<file path="src/rtl/axi_aw_burst_gen.sv">
// rtl/axi_aw_burst_gen.sv - AXI write-address burst expander: buffers AW requests, emits one beat per 4-byte transfer
//
// Purpose: accepts AW requests into a DEPTH-entry FIFO and expands each
// request into awlen+1 incrementing 4-byte beats. Consecutive bursts are
// issued without an idle cycle between them.
//
// Ports:
//   clk, rst            clock, synchronous active-high reset
//   awid/awaddr/awlen   AW request fields (awlen = beats-1)
//   awvalid/awready     AW request handshake
//   beat_id/beat_addr   ID and byte address of the current beat
//   beat_last           final beat of the current burst
//   beat_valid/ready    beat handshake
//   fifo_count          AW entries buffered, excluding the burst in progress
module axi_aw_burst_gen #(
  parameter int ID_W   = 4,
  parameter int ADDR_W = 32,
  parameter int LEN_W  = 8,
  parameter int DEPTH  = 4
) (
  input  logic                     clk,
  input  logic                     rst,
  input  logic [ID_W-1:0]          awid,
  input  logic [ADDR_W-1:0]        awaddr,
  input  logic [LEN_W-1:0]         awlen,
  input  logic                     awvalid,
  output logic                     awready,
  output logic [ID_W-1:0]          beat_id,
  output logic [ADDR_W-1:0]        beat_addr,
  output logic                     beat_last,
  output logic                     beat_valid,
  input  logic                     beat_ready,
  output logic [$clog2(DEPTH):0]   fifo_count
);

  localparam int PTR_W = $clog2(DEPTH);
  localparam int CNT_W = PTR_W + 1;

  typedef enum logic {IDLE, BURST} state_t;

  state_t state, state_next;

  logic [ID_W-1:0]   mem_id   [DEPTH];
  logic [ADDR_W-1:0] mem_addr [DEPTH];
  logic [LEN_W-1:0]  mem_len  [DEPTH];
  logic [PTR_W-1:0]  wr_ptr, rd_ptr;

  logic [ID_W-1:0]   cur_id;
  logic [ADDR_W-1:0] cur_addr;
  logic [LEN_W-1:0]  remaining;

  logic push, pop, advance, beat_fire;

  // Full is judged on the registered count only, so a pop in the same
  // cycle never lets a push into a full FIFO.
  assign awready   = (fifo_count < CNT_W'(DEPTH)) && !rst;
  assign push      = awvalid && awready;
  assign beat_fire = beat_valid && beat_ready;

  assign beat_valid = (state == BURST);
  assign beat_id    = cur_id;
  assign beat_addr  = cur_addr;
  assign beat_last  = beat_valid && (remaining == '0);

  always_comb begin
    state_next = state;
    pop        = 1'b0;
    advance    = 1'b0;
    case (state)
      IDLE: begin
        if (fifo_count != '0) begin
          pop        = 1'b1;
          state_next = BURST;
        end
      end
      BURST: begin
        if (beat_fire) begin
          if (remaining != '0) begin
            advance = 1'b1;
          end else if (fifo_count != '0) begin
            // Chain straight into the next buffered burst.
            pop = 1'b1;
          end else begin
            state_next = IDLE;
          end
        end
      end
      default: state_next = IDLE;
    endcase
  end

  always_ff @(posedge clk) begin
    if (rst) begin
      state <= IDLE;
    end else begin
      state <= state_next;
    end
  end

  // Storage array carries no reset; validity is tracked by the pointers.
  always_ff @(posedge clk) begin
    if (push) begin
      mem_id[wr_ptr]   <= awid;
      mem_addr[wr_ptr] <= awaddr;
      mem_len[wr_ptr]  <= awlen;
    end
  end

  always_ff @(posedge clk) begin
    if (rst) begin
      wr_ptr     <= '0;
      rd_ptr     <= '0;
      fifo_count <= '0;
    end else begin
      // DEPTH is a power of two, so the pointers wrap by overflow.
      if (push) wr_ptr <= wr_ptr + PTR_W'(1);
      if (pop)  rd_ptr <= rd_ptr + PTR_W'(1);
      case ({push, pop})
        2'b10:   fifo_count <= fifo_count + CNT_W'(1);
        2'b01:   fifo_count <= fifo_count - CNT_W'(1);
        default: fifo_count <= fifo_count;
      endcase
    end
  end

  always_ff @(posedge clk) begin
    if (rst) begin
      cur_id    <= '0;
      cur_addr  <= '0;
      remaining <= '0;
    end else if (pop) begin
      cur_id    <= mem_id[rd_ptr];
      cur_addr  <= mem_addr[rd_ptr];
      remaining <= mem_len[rd_ptr];
    end else if (advance) begin
      // Align down to the 4-byte beat, then step; wraps at 2^ADDR_W.
      cur_addr  <= (cur_addr & ~ADDR_W'(3)) + ADDR_W'(4);
      remaining <= remaining - LEN_W'(1);
    end
  end

endmodule

</file>
<file path="config.mk">
export PLATFORM = sky130hd
export DESIGN_NAME = axi_aw_burst_gen
export DESIGN_NICKNAME = d
export VERILOG_FILES = /design/src/rtl/axi_aw_burst_gen.sv
export SDC_FILE = /design/constraint.sdc
export NUM_CORES = 1
export LEC_CHECK = 0
export CAP_MARGIN = 20
export CORE_UTILIZATION = 25
export DETAILED_ROUTE_END_ITERATION = 6
export GPL_ROUTABILITY_DRIVEN = 0
export MAX_ROUTING_LAYER = met4
export PLACE_DENSITY_LB_ADDON = 0.1
export SYNTH_ARGS = -nofsm -noshare
export SYNTH_HDL_FRONTEND = slang
export SYNTH_SLANG_ARGS = --single-unit
</file>
<file path="constraint.sdc">
create_clock -name clk -period 9.28 [get_ports clk]
set_input_delay 1.392 -clock clk [delete_from_list [all_inputs] [get_ports clk]]
set_output_delay 1.392 -clock clk [all_outputs]
set_load 0.02 [all_outputs]
</file>
## Word level (Yosys, flattened, before mapping)

Memory sizes are Yosys's and may differ from the RTL's. A register that Yosys moved wholly into a read port is not among the register bits.
Cells that the tools add are included.

| storage, ports and cells | value |
|---|---|
| bits in registers | 48 |
| RAM bits | 176 |
| input bits | 48 |
| output and inout port bits | 42 |
| word-level logic and storage cells | 50 |
| memories kept | 3 |

Memory list:

| memory | depth | bits a word | rd ports | clocked after Yosys merged registers in | write ports | RTL line | source |
|---|---|---|---|---|---|---|---|
| mem_addr | 4 | 32 | 1 | 1 | 1 | 44 | `logic [ADDR_W-1:0] mem_addr [DEPTH];` |
| mem_len | 4 | 8 | 1 | 1 | 1 | 45 | `logic [LEN_W-1:0] mem_len [DEPTH];` |
| mem_id | 4 | 4 | 1 | 1 | 1 | 43 | `logic [ID_W-1:0] mem_id [DEPTH];` |

| cells by class | value |
|---|---|
| $add $sub $neg | 6 |
| $lt $le $gt $ge | 1 |
| equal/unequal tests | 2 |
| muxes and demuxes | 21 |
| bitwise logic cells | 1 |
| reductions and logical operators | 10 |

Operators with widths:

| cell | count |
|---|---|
| $mux W32 | 2 |
| $add A32 B3 Y32 const B | 1 |
| $mux W8 | 2 |
| $mux W1 | 10 |
| $logic_not A8 Y1 | 1 |
| $mux W2 | 4 |
| $reduce_bool A8 Y1 | 1 |
| $sub A8 B1 Y8 const B | 1 |
| $pmux W3 S2 | 1 |
| $add A2 B1 Y2 const B | 2 |
| $logic_and A1 B1 Y1 | 4 |
| $pmux W1 S2 | 2 |
| $reduce_bool A2 Y1 | 2 |
| $add A3 B1 Y3 const B | 1 |
| $lt A3 B3 Y1 const B | 1 |
| $reduce_bool A3 Y1 | 1 |
| $sub A3 B1 Y3 const B | 1 |
| $eq A2 B1 Y1 const B | 1 |
| $eq A2 B2 Y1 const B | 1 |
| $logic_not A1 Y1 | 1 |
| $not A1 Y1 | 1 |

## Depth between registers and ports, before layout

| depth | value |
|---|---|
| depth in word-level cells | 7 |
| mapped depth | 14 |

## Worst setup path before layout

No wires, ideal clock.

| path | value |
|---|---|
| path type | input -> register |
| from | input port beat_ready |
| to | register fifo_count[2] |
| arrival | 3.395 ns |
| slack | 5.815 ns |
| stages on the path | 12 |
| path through | inv_1 o31ai_4 nand2_2 inv_2 buf_4 buf_4 ha_1 inv_1 fa_1 xor2_1 or3_1 a21oi_1 |

| on the way | value |
|---|---|
| cells in the longest elaborated chain, start to end | 5 |
| elaborated cells between the ends (all ways) | 7 |

RTL lines:

| what | RTL line | source |
|---|---|---|
| from (decl) | 32 | `input logic beat_ready,` |
| $logic_and A1 B1 Y1 (*) | 58 | `assign beat_fire = beat_valid && beat_ready;` |
| $mux W1 (*) | 77 | `if (beat_fire) begin` |
| $pmux W1 S2 (*) | 69 | `case (state)` |
| $eq A2 B1 Y1 or $eq A2 B2 Y1 (tied branches) | 118 | `case ({push, pop})` |
| $pmux W3 S2 or $reduce_bool A2 Y1 (tied branches) | -- |  |
| to (signal assigned) | 119 | `2'b10: fifo_count <= fifo_count + CNT_W'(1);` |
| to (signal assigned) | 120 | `2'b01: fifo_count <= fifo_count - CNT_W'(1);` |
| to (signal assigned) | 121 | `default: fifo_count <= fifo_count;` |
| to (decl) | 33 | `output logic [$clog2(DEPTH):0] fifo_count` |

Every way passes the cells marked *; elsewhere a longest branch is shown, timed or not.
A chain may end at the register's enable or synchronous reset.

## Worst setup path in the final report

| path | value |
|---|---|
| from | input port rst |
| to | output port awready |

| on the way | value |
|---|---|
| cells in the longest elaborated chain, start to end | 2 |

RTL lines:

| what | RTL line | source |
|---|---|---|
| from (decl) | 22 | `input logic rst,` |
| $logic_not A1 Y1 | 56 | `assign awready = (fifo_count < CNT_W'(DEPTH)) && !rst;` |
| $logic_and A1 B1 Y1 | 56 |  |
| to (decl) | 27 | `output logic awready,` |

No other way between the ends.

==> impl_results.md <==
* Starting Density at about 26%
* Core ar. at roughly 37,000 um^2
* RSZ-0062 raised after global routing: false
* Hold_ws at 0.4587 ns
* ANT nets after route at 0
* I/O Buffers at 89
* PwrDens at roughly 300 nW/um^2
* # rows at 70
* Clk_lat worst skew at 0.51 ns
* Final wirelength at 24,730 um
* Clk buf depth at 3
* CP Class: in -> out
* Clock Sink Count at 230
* Finish-stage setup viols at 0
* Antenna violations before repair at 1
* Final Skew at 0.006927 ns
* Synth area leader: edfxtp_1
* Initial DRC Count at 288
* Largest net degree at the start of global routing at 66
* Clock transition at path regs at 0.06 ns
* Drt first pass iters at 5
* Crit path capture type: primary output
* Final Util at 31.57%
* Synth top area cells: edfxtp_1 56%, dfxtp_1 11%, mux4_2 10%
* List of cells traversed by the critical path: buf_2, buf_4, nor2_1, clkdlybuf4s50_1
* Synth Cell Area at 9458 um^2
* Total number of H-tree levels at 1
* # resized after CTS at 0
* Max FO, Critical Path at 65
* Maxcap violations at 0
* Wire per inst at 20.09 um
* NumNets Final at 768
* Worst path max stage delay at 0.60 ns
* Leak at 3.571 nW
* Post-synth top flop: edfxtp_1
* Synth warnings at 0
* Area Growth Syn to Fin at 23.36%
* Die width at 196.5 um
* Hold path cells at 2
* Worst slew margin at 35.37%
* Post-CTS setup buffer count at 0
* Final cell count without fillers at 1,231
* Vias in the first global route at ~5,900
* Hold Vio Cnt, Final at 0
* Placed insts at 1,187
* GR Util All Layers at 13.18%
* Yosys top cell area share at a little under three fifths
* Post-CTS Hold Buffers at 0
* Synth unique cells at 61
* Slowest-stage cell, CP: clkdlybuf4s50_1
* Synthesized instance count at 619
* Die area at just under 40,000 um^2
* CTS tree: yes
* Count leader, synth: edfxtp_1
* FMAX at 237.0 MHz
* Avg Cell Area, Syn at 15.28 um^2
* Synth async-reset ratio at 0%
* Die Span Y at a little under 200 um
* I/O pin cnt at 90
* DP HPWL at 15,680 um
* Via density at between 4 and 5
* Clock root buffer: clkbuf_16
* Peak supply drop at 0.0001612 V
* Fin area at 11,670 um^2
* Post-synthesis net count at 676
* Setup TNS at 0 ns
* CP arrival at 2.83 ns
* Run status: finished, final reports clean
* GRT Residual Overflow at 0
* Inserted Clock Buffers at 25
* Number of enable flip-flop cells after synthesis at 176
* R2r worst-path depth at 13
* First-pass GRT wire length at roughly 37,000 um
* Period Utilization, post-route at 45.46%
* Data required, critical path at slightly below 8 ns
* Register area share after synthesis at between 60% and 70%
* HP Class: reg -> reg
* Vias at approximately 5,700
* Area after DPL at 10,890 um^2
* # DRC at 0
* Flops & latches, synth at 230
* Max-slew violations at 0
* CP startpoint kind: primary input
* Period minus WS final at 4.219 ns
* Worst slew pin tran at 0.9606 ns
* Most frequent cells after synthesis: 176 x edfxtp_1, 54 x dfxtp_1, 44 x mux4_2, 36 x nand2_1, 32 x nor2_1
* Layout cells sized above 1 at 14.46%
==> cell type report <==
class / count / area (um^2)
fillers: 3697 / 25290
clock buffers: 32 / 651.9
repair buffers: 101 / 996.0
multi-input cells: 339 / 2872
inverters: 14 / 52.55
diodes: 1 / 2.502
well taps: 504 / 630.6
clock inverters: 10 / 93.84
flip-flops and latches: 230 / 6369
==> power by group <==
part	internal [mW]	switching, mW	total, mW
sequential	1.24	0.187	1.43
clock	0.546	0.388	0.933
combinational	0.505	0.644	1.15
total	2.29	1.22	3.51
==> critical path: cells and delay by family <==
| kind | cells | cell delay, ns |
|---|---|---|
| buffers and inverters | 3 | 1.23 |
| and+or+nand+nor | 1 | 0.21 |
==> per-layer routing <==
metal / share of wire [%] / track usage [%] / wire length (um) / up-vias
li1: - / - / - / 2648
met1: 47 / 17.65 / 11660 / 2939
met2: 47 / 21.13 / 11650 / 124
met3: 4.1 / 2.088 / 1011 / 29
met4: 1.7 / 2.749 / 420 / 0
met5: 0 / - / 0 / -
==> through the flow <==
step / power, mW / setup slack (ns)
final: 3.512 / 5.061
after global routing: 3.706 / 4.950
after CTS: 3.542 / 5.034
after detailed placement: 2.595 / 4.693
after global placement: 2.576 / 4.839
after floorplan: 2.157 / 5.815
==> layout by cell type, fill, tap and decap left out, drive strengths merged, types with 13 or more instances in the layout <==
master         netlist  layout
inv                 14      14
mux4                44      44
nand2               37      37
edfxtp             176     176
a211oi              15      15
clkbuf              19      32
a21oi               26      26
dfxtp               54      54
nand4               15      15
nand3               24      24
buf                 17      13
clkdlybuf4s50        0      88
nor2                32      32
==> flip-flops by register name (all words and copies together) (netlist names), named ones only <==
signal and flops:
beat_addr 32, beat_id 4, beat_valid 1, fifo_count 3
mem_addr 128, mem_id 16, mem_len 32, rd_ptr 2
remaining 8, wr_ptr 2
==> worst paths after layout <==
kind	end	slack, ns	startpoint
max	awready	5.06	rst
min	beat_id[1]$_SDFFE_PP0N_	0.46	beat_id[1]$_SDFFE_PP0N_
max reg2reg	fifo_count[2]$_SDFFE_PP0P_	5.65	remaining[0]$_SDFFE_PP0P_
min reg2reg	beat_id[1]$_SDFFE_PP0N_	0.46	beat_id[1]$_SDFFE_PP0N_
==> cell families after synthesis <==
logic type / share of synthesized area [%]
AND/OR/NAND/NOR: 9.009
flip-flops: 67.31
multiplexers: 10.58
XOR/XNOR: 1.574
adder cells (fa/ha/maj): 1.270
AO/OA/AOI/OAI: 7.871
buffers and inverters: 2.381
(Power assumes the default switching activity.)
